## src/rtl/tmr_ctrl_pkg.sv

```systemverilog
// Shared types and helpers for the TMR resynchronisation controller.
package tmr_ctrl_pkg;

   typedef enum logic [1:0] {
      IDLE     = 2'd0,
      RESYNC   = 2'd1,
      DEGRADED = 2'd2,
      FATAL    = 2'd3
   } tmr_state_e;

   typedef logic [1:0] replica_id_t;

   localparam replica_id_t REPL_A = 2'd0;
   localparam replica_id_t REPL_B = 2'd1;
   localparam replica_id_t REPL_C = 2'd2;

   // Number of replicas flagging an error.
   function automatic logic [1:0] popcount3(input logic [2:0] e);
      return {1'b0, e[0]} + {1'b0, e[1]} + {1'b0, e[2]};
   endfunction

   // Lowest flagged replica; only meaningful when exactly one bit is set.
   function automatic replica_id_t first_id(input logic [2:0] e);
      if (e[0])      return REPL_A;
      else if (e[1]) return REPL_B;
      else           return REPL_C;
   endfunction

   // One-hot replica mask for a replica index.
   function automatic logic [2:0] id_onehot(input replica_id_t id);
      case (id)
         REPL_A:  return 3'b001;
         REPL_B:  return 3'b010;
         REPL_C:  return 3'b100;
         default: return 3'b000;
      endcase
   endfunction

endpackage

```

## src/rtl/tmr_fault_counter.sv

```systemverilog
// Per-replica saturating fault counter; clear wins over increment.
module tmr_fault_counter #(
   parameter int CntWidth = 4
) (
   input  logic                clk_i,
   input  logic                rst_ni,
   input  logic                inc_i,
   input  logic                clear_i,
   output logic [CntWidth-1:0] cnt_o
);

   logic [CntWidth-1:0] cnt_q;

   // Count fault events, holding at all-ones instead of wrapping.
   always_ff @(posedge clk_i) begin
      if (!rst_ni) begin
         cnt_q <= '0;
      end else if (clear_i) begin
         cnt_q <= '0;
      end else if (inc_i && (cnt_q != '1)) begin
         cnt_q <= cnt_q + CntWidth'(1);
      end
   end

   assign cnt_o = cnt_q;

endmodule

```

## src/rtl/tmr_resync_ctrl.sv

```systemverilog
// Fault-management FSM: resyncs a single bad replica, disables repeat
// offenders or unresponsive replicas, and latches uncorrectable faults.
module tmr_resync_ctrl
   import tmr_ctrl_pkg::*;
#(
   parameter int Threshold     = 3,
   parameter int CntWidth      = 4,
   parameter int TimeoutCycles = 16
) (
   input  logic                  clk_i,
   input  logic                  rst_ni,
   input  logic                  valid_i,
   input  logic [2:0]            err_i,
   output logic                  resync_req_o,
   output logic [1:0]            resync_id_o,
   input  logic                  resync_ack_i,
   input  logic                  cnt_clear_i,
   output logic [2:0]            replica_disable_o,
   output logic                  fatal_o,
   output logic [1:0]            state_o,
   output logic [3*CntWidth-1:0] fault_cnt_o
);

   localparam int TmoW = $clog2(TimeoutCycles + 1);
   typedef logic [CntWidth-1:0] cnt_t;

   tmr_state_e  state_q, state_d;
   logic        req_q, req_d;
   replica_id_t id_q, id_d;
   logic [2:0]  dis_q, dis_d;
   logic        fatal_q, fatal_d;
   logic [TmoW-1:0] tmo_q, tmo_d;

   logic [2:0]  inc;
   cnt_t        cnt     [3];
   cnt_t        cnt_nxt [3];
   cnt_t        sel_nxt;

   logic [2:0]  err_eff;
   logic [1:0]  nerr;
   replica_id_t err_id;
   logic [2:0]  other_err;

   assign err_eff   = err_i & {3{valid_i}} & ~dis_q;
   assign nerr      = popcount3(err_eff);
   assign err_id    = first_id(err_eff);
   assign other_err = err_eff & ~id_onehot(id_q);

   for (genvar g = 0; g < 3; g++) begin : g_cnt
      tmr_fault_counter #(.CntWidth(CntWidth)) u_cnt (
         .clk_i   (clk_i),
         .rst_ni  (rst_ni),
         .inc_i   (inc[g]),
         .clear_i (cnt_clear_i),
         .cnt_o   (cnt[g])
      );
      assign cnt_nxt[g] = (cnt[g] == '1) ? cnt[g] : cnt[g] + cnt_t'(1);
   end

   // Post-increment value of the erring replica, used for the threshold test
   // even when a simultaneous clear zeroes the stored counter.
   assign sel_nxt = (err_id == REPL_A) ? cnt_nxt[0] :
                    (err_id == REPL_B) ? cnt_nxt[1] : cnt_nxt[2];

   // Next-state and registered-output decisions.
   always_comb begin
      state_d = state_q;
      req_d   = req_q;
      id_d    = id_q;
      dis_d   = dis_q;
      fatal_d = fatal_q;
      tmo_d   = tmo_q;
      inc     = 3'b000;
      case (state_q)
         IDLE: begin
            if (nerr >= 2'd2) begin
               state_d = FATAL;
               fatal_d = 1'b1;
            end else if (nerr == 2'd1) begin
               inc = id_onehot(err_id);
               if (sel_nxt >= cnt_t'(Threshold)) begin
                  dis_d   = dis_q | id_onehot(err_id);
                  state_d = DEGRADED;
               end else begin
                  state_d = RESYNC;
                  req_d   = 1'b1;
                  id_d    = err_id;
                  tmo_d   = '0;
               end
            end
         end
         RESYNC: begin
            // Errors from the replica being resynced are expected and ignored.
            if (other_err != 3'b000) begin
               state_d = FATAL;
               fatal_d = 1'b1;
               req_d   = 1'b0;
            end else if (resync_ack_i) begin
               state_d = IDLE;
               req_d   = 1'b0;
            end else if (tmo_q == TmoW'(TimeoutCycles - 1)) begin
               state_d = DEGRADED;
               dis_d   = dis_q | id_onehot(id_q);
               req_d   = 1'b0;
            end else begin
               tmo_d = tmo_q + TmoW'(1);
            end
         end
         DEGRADED: begin
            if (nerr != 2'd0) begin
               state_d = FATAL;
               fatal_d = 1'b1;
            end
         end
         default: begin
            fatal_d = 1'b1;
            req_d   = 1'b0;
         end
      endcase
   end

   // State and output registers.
   always_ff @(posedge clk_i) begin
      if (!rst_ni) begin
         state_q <= IDLE;
         req_q   <= 1'b0;
         id_q    <= REPL_A;
         dis_q   <= 3'b000;
         fatal_q <= 1'b0;
         tmo_q   <= '0;
      end else begin
         state_q <= state_d;
         req_q   <= req_d;
         id_q    <= id_d;
         dis_q   <= dis_d;
         fatal_q <= fatal_d;
         tmo_q   <= tmo_d;
      end
   end

   assign resync_req_o      = req_q;
   assign resync_id_o       = id_q;
   assign replica_disable_o = dis_q;
   assign fatal_o           = fatal_q;
   assign state_o           = state_q;
   assign fault_cnt_o       = {cnt[2], cnt[1], cnt[0]};

endmodule

```

## config.mk

```make
export PLATFORM = sky130hd
export DESIGN_NAME = tmr_resync_ctrl
export DESIGN_NICKNAME = d
export VERILOG_FILES = /design/src/rtl/tmr_ctrl_pkg.sv /design/src/rtl/tmr_fault_counter.sv /design/src/rtl/tmr_resync_ctrl.sv
export SDC_FILE = /design/constraint.sdc
export NUM_CORES = 1
export LEC_CHECK = 0
export CAP_MARGIN = 10
export CORE_MARGIN = 5
export CORE_UTILIZATION = 35
export CTS_BUF_LIST = sky130_fd_sc_hd__clkbuf_4
export CTS_CLUSTER_DIAMETER = 120
export CTS_CLUSTER_SIZE = 10
export DETAILED_ROUTE_END_ITERATION = 7
export HOLD_SLACK_MARGIN = 0.06
export PLACE_DENSITY = 0.57
export SYNTH_ARGS = -nofsm -noshare
export SYNTH_HDL_FRONTEND = slang
export SYNTH_SLANG_ARGS = --single-unit
```

## constraint.sdc

```tcl
create_clock -name clk_i -period 3 [get_ports clk_i]
set_input_delay 0.9 -clock clk_i [delete_from_list [all_inputs] [get_ports clk_i]]
set_output_delay 0.9 -clock clk_i [all_outputs]
set_load 0.005 [all_outputs]
```

; ---- Yosys cells after proc, flatten, opt, wreduce, memory -nomap -nowiden
; Cells that the tools add are included.
[op_classes]
add_sub_neg = 6
n_lt_le_gt_ge = 2
eq_ne = 27
mux = 53
bitwise_logic = 11
n_reduce_logical = 17
[ops]
columns = operator, n
row1 = $mux W3, 17
row2 = $mux W5, 6
row3 = $ne A2 B2 Y1 const B, 11
row4 = $mux W4, 5
row5 = $mux W2, 9
row6 = $pmux W3 S3, 2
row7 = $ne A4 B4 Y1 const B, 4
row8 = $reduce_and A7 Y1, 2
row9 = $add A4 B1 Y4 const B, 3
row10 = $eq A4 B4 Y1 const B, 3
row11 = $pmux W5 S2, 1
row12 = $and A3 B3 Y3, 3
row13 = $mux W1, 9
row14 = $eq A2 B1 Y1 const B, 4
row15 = $reduce_and A4 Y1, 2
row16 = $eq A2 B2 Y1 const B, 3
row17 = $logic_not A2 Y1, 3
row18 = $not A3 Y3, 2
row19 = $or A3 B3 Y3, 2
row20 = $pmux W1 S3, 2
row21 = $pmux W2 S3, 1
row22 = $pmux W3 S2, 1
row23 = $reduce_bool A3 Y1, 2
row24 = $add A5 B1 Y5 const B, 1
row25 = 12 further kinds, 18
[totals]
regBits = 26
input_bits = 8
output_inout_bits = 21
wordCells = 125

; ---- Longest topological paths before layout
[logic_depth]
word_depth = 17
depth_mapped = 10
ltp_nobuf = 10

; ---- Hierarchy
; From an unflattened synthesis, not the netlist that was laid out.
[unflattened]
cells_unflattened = 213
area_unflattened_um2 = 1800.5
[by_module_without_submodules]
columns = module, instances, cells_each, area_each_um2, seq_area_each_um2
row1 = tmr_resync_ctrl, 1, 150, 1226.2, 280.3
row2 = tmr_fault_counter, 3, 21, 191.4, 80.1

; ---- Worst setup path before layout
; Ideal clock, no wire load.
[synth_path]
path_kind = input port to flip-flop
from = input port valid_i
to = register g_cnt[0].u_cnt.cnt_q[3]
setup_time_ns = 0.128
arrival_time_ns = 2.544
required_time_ns = 2.872
setup_slack_ns = 0.329
path_stages = 10
path_buffers = 0
cell_sequence = nand3b_1 inv_2 fa_1 nor2b_1 nand2_1 nor2_1 nand2_1 nor2_1 xnor2_1 nor2_1
[synth_between]
elab_chain_cells = 10
word_cells_on_any_way = 16
cone_classes = add/sub (2) / order compare (1) / eq/ne (3) / mux (6) / bitwise (2) / reduce/logical (2)
[synth_rtl]
columns = item, line
row1 = start: declaration, tmr_resync_ctrl.sv:12  ; input logic valid_i,
row2 = $and A3 B3 Y3 * (2 in a row), tmr_resync_ctrl.sv:44  ; assign err_eff = err_i & {3{valid_i}} & ~dis_q;
row3 = $mux W2, tmr_ctrl_pkg.sv:25  ; else if (e[1]) return REPL_B;
row4 = $mux W2, tmr_ctrl_pkg.sv:24  ; if (e[0]) return REPL_A;
row5 = "$eq A2 B2 Y1, or another cell as far along", tmr_ctrl_pkg.sv:31  ; case (id)
row6 = $pmux W3 S3, tmr_ctrl_pkg.sv:31
row7 = $mux W3, tmr_resync_ctrl.sv:79  ; end else if (nerr == 2'd1) begin
row8 = $mux W3 *, tmr_resync_ctrl.sv:76  ; if (nerr >= 2'd2) begin
row9 = $mux W3 *, tmr_resync_ctrl.sv:74  ; case (state_q)
row10 = $logic_and A1 B1 Y1 *, tmr_fault_counter.sv:20  ; end else if (inc_i && (cnt_q != '1)) begin
row11 = end signal: assignment, tmr_fault_counter.sv:21  ; cnt_q <= cnt_q + CntWidth'(1);
row12 = end: declaration, tmr_fault_counter.sv:12  ; logic [CntWidth-1:0] cnt_q;
; Every way passes the cells marked *; elsewhere a longest branch is shown, timed or not.
; A chain may end at the register's enable or synchronous reset.

; ---- Worst setup path after layout
[layout_path]
from = input port valid_i
to = register g_cnt[1].u_cnt.cnt_q[3]
[layout_between]
elab_chain_cells = 10
word_cells_on_any_way = 16
cone_classes = add/sub (2) / order compare (1) / eq/ne (3) / mux (6) / bitwise (2) / reduce/logical (2)
[layout_rtl]
columns = item, line
row1 = $and A3 B3 Y3 * (2 in a row), tmr_resync_ctrl.sv:44
row2 = $mux W2, tmr_ctrl_pkg.sv:25
row3 = $mux W2, tmr_ctrl_pkg.sv:24
row4 = "$eq A2 B2 Y1, or another cell as far along", tmr_ctrl_pkg.sv:31
row5 = $pmux W3 S3, tmr_ctrl_pkg.sv:31
row6 = $mux W3, tmr_resync_ctrl.sv:79
row7 = $mux W3 *, tmr_resync_ctrl.sv:76
row8 = $mux W3 *, tmr_resync_ctrl.sv:74
row9 = $logic_and A1 B1 Y1 *, tmr_fault_counter.sv:20
row10 = end signal: assignment, tmr_fault_counter.sv:21
row11 = end: declaration, tmr_fault_counter.sv:12
; Marked as above.

==> flow_summary.ini <==
[hold_path]
hold_path_class = register to register

[floorplan]
io_pins = 29
start_util_pct = 36.5
fp.dieH_um = 77.6
die_w_um = 77.6
core_mm2 = 0.00438
rows = 24
die_area_mm2 = 0.00603

[worst_setup_path]
reg2reg_slack_ns = 0.79
worst-path-max-fanout = 5
r2r_start = replica_disable_o[1]$_SDFFE_PN0P_
required_ns = 3.24
cp-startpoint = valid_i
r2r_end = g_cnt[1].u_cnt.cnt_o[3]$_SDFFE_PP0P_
critical_path_class = input pin to register
r2r_cells = 9
crit_end = g_cnt[1].u_cnt.cnt_o[3]$_SDFFE_PP0P_
critPathArrivalTime_ns = 3.07
critPathCaptureType = register
setup.worst_path.start_class = input pin

[clocking]
cts_root_buf = clkbuf_4
cts.path.max_buffers = 2
htreeDepth = 1
cts.sinks = 26
cts_hold_buffers = 0
worstSkewPairLatency_ns = 0.32
path_clk_slew_ns = 0.14
tritoncts = done
cts_made_buffers = 3

[global_route]
grt_max_degree = 17
overflow = 0
grt_pass1_vias = 1479
antenna_found_initial = 0
grt_pass1_wl_mm = 6.89
grt_usage_pct = 13.5

[detailed_routing]
wl_per_cell_um = 12.9
drt_iter0_drc = 41
routed_wl_mm = 3.94
routed_via_density = 5.18
via_count = 1579
drtPass1Iterations = 4
post-route-drc-count = 0
drtAntennaViolNets = 0

[timing]
fin_crit_sh_pct = 94.4
worst_clock_skew_ns = 0.00333
drv_slew = 0
rsz0062_at_grt = yes
fin_crit_ns = 2.83
fmax_ghz = 0.353
hold_violations = 0
setup-violations-final = 0
worst_slew_pin_slew_ns = 0.529
layout_setup_ws_ns = 0.168
max_slew_margin_pct = 64.8

[layout]
syn_to_final_growth_pct = 33.4
fillCellCount = 457
fin_cells = 305
drive_above_1_share_pct = 16.6
diodes = 0
nNetsFinal = 273
multiInputGateArea_mm2 = 0.00103
area.sequential_um2 = 520
post-route-util_pct = 48.7

[yosys]
ys_types = 45
yosys.area.top_type_share_pct = 32.5
synth_edf_count = 0
yosysMostFrequentCell = nand2_1
synth_commonest_cells = nand2_1 (30), dfxtp_1 (26), nor2_1 (24)
yosysTopAreaCell = dfxtp_1
synth_cells = 204
syn_nets = 222
synth_warnings = 0
synth_seq_cells = 26
synthTopCellsByArea = dfxtp_1 (33%), ha_1 (7.0%), nand2_1 (7.0%)
synth_area_mm2 = 0.00160
async_reset_ff_share_pct = 0
synth_ff_type = dfxtp_1
ys_seq_area_share_pct = 32.5
syn_area_per_cell_um2 = 7.85

[flow_run]
drv_cap = 0

[outcome]
status = finished, final reports clean

[power_and_ir_drop]
intPower_uw = 694
p_clk_share_pct = 13.8
power_frac_seq_pct = 38.4
cellPowerDensity_mw_per_mm2 = 515
fin_total_pwr_uw = 1100
p_sw_uw = 405
p_leak_uw = 0.000824
ir_drop_mv = 0.337
power_frac_comb_pct = 47.7
switching_share_pct = 36.8

[placed_design]
place_ws_ns = -0.293
finalWeightedCongestion = 0.811
hpwl_mm = 3.11
dp.cells = 302
port_buffers = 28
==> cell type report <==
type | instances | share of cell area (%)
clock buffer | 3 | 1.05
tap | 52 | 3.05
sequential | 26 | 24.4
inverter | 12 | 2.11
timing repair buffer | 51 | 21.2
multi-input combinational | 161 | 48.2
==> state kept, by name, summed over array words and instances (netlist names) <==
register           cells
g_cnt.u_cnt.cnt_o     12
state_o                2
replica_disable_o      3
resync_req_o           1
fatal_o                1
tmo_q                  5
resync_id_o            2
==> what timing repair did <==
item / in CTS / in global routing
endpoints found under the hold margin: 0 / 0
setup buffers: 0 / 0
gates resized for setup: 0 / 4
setup endpoints to repair: 0 / 9
==> cell usage in the layout, fill, tap and decap left out, types with 4 or more instances in the layout <==
| cell | count |
|---|---|
| ha_1 | 9 |
| buf_4 | 23 |
| nand2_1 | 29 |
| dfxtp_1 | 26 |
| inv_1 | 10 |
| nand2b_1 | 6 |
| o21ai_0 | 5 |
| clkdlybuf4s50_1 | 28 |
| a211oi_1 | 4 |
| nor3_1 | 8 |
| a21oi_1 | 14 |
| nor2_1 | 23 |
| nand3_1 | 10 |
==> power by group through the flow <==
stage          sequential (µW)  clock, µW  combinational (µW)
2_1_floorplan              425          0                 299
3_3_place_gp               431          0                 519
3_5_place_dp               432          0                 517
4_1_cts                    424        165                 521
5_1_grt                    431        175                 582
6_report                   422        152                 525
==> kinds of logic after synthesis <==
group           after synthesis  synth area share [%]
simple gates                 98                  30.2
compound gates               47                  21.6
flops                        26                  32.5
buf+inv                      17                  3.98
fa+ha+maj                    10                  8.28
xor+xnor                      4                  2.19
mux                           2                  1.25
==> worst min-delay path by stage <==
stage	to	slack (ns)	startpoint	cells after the start
after detailed placement	tmo_q[4]$_SDFFE_PN0P_	0.46	tmo_q[4]$_SDFFE_PN0P_	2
after floorplan	tmo_q[4]$_SDFFE_PN0P_	0.44	tmo_q[4]$_SDFFE_PN0P_	2
final	tmo_q[4]$_SDFFE_PN0P_	0.48	tmo_q[4]$_SDFFE_PN0P_	2
after global placement	tmo_q[4]$_SDFFE_PN0P_	0.45	tmo_q[4]$_SDFFE_PN0P_	2
after CTS	tmo_q[4]$_SDFFE_PN0P_	0.48	tmo_q[4]$_SDFFE_PN0P_	2
after global routing	tmo_q[4]$_SDFFE_PN0P_	0.50	tmo_q[4]$_SDFFE_PN0P_	2
==> routing by layer <==
layer | wire length (µm) | vias to the layer above | share of wire (%) | GRT usage (%)
li1 | - | 833 | - | -
met4 | 35 | 0 | 0.89 | 3.95
met3 | 134 | 2 | 3.4 | 2.20
met2 | 1700 | 26 | 43 | 20.4
met5 | 0 | - | 0 | 0
met1 | 2070 | 718 | 52 | 19.7
==> critical path: stages <==
cell	delay (ns)
clkdlybuf4s50_1	0.42
buf_4	0.16
nand3b_4	0.07
inv_2	0.05
fa_1	0.52
nor2b_2	0.17
nand2_2	0.11
nor2_1	0.16
buf_4	0.13
nand4_1	0.13
a211oi_1	0.25
==> stage by stage <==
stage | setup TNS, ns | cell area [µm²] | hold WS, ns
global placement | -2.48 | 2100 | 0.450
CTS | 0 | 2120 | 0.484
detailed placement | -3.30 | 2100 | 0.464
global route | -0.0399 | 2140 | 0.501
finish | 0 | 2140 | 0.481
floorplan | 0 | 1600 | 0.439
Power figures use the tool's default switching activity.
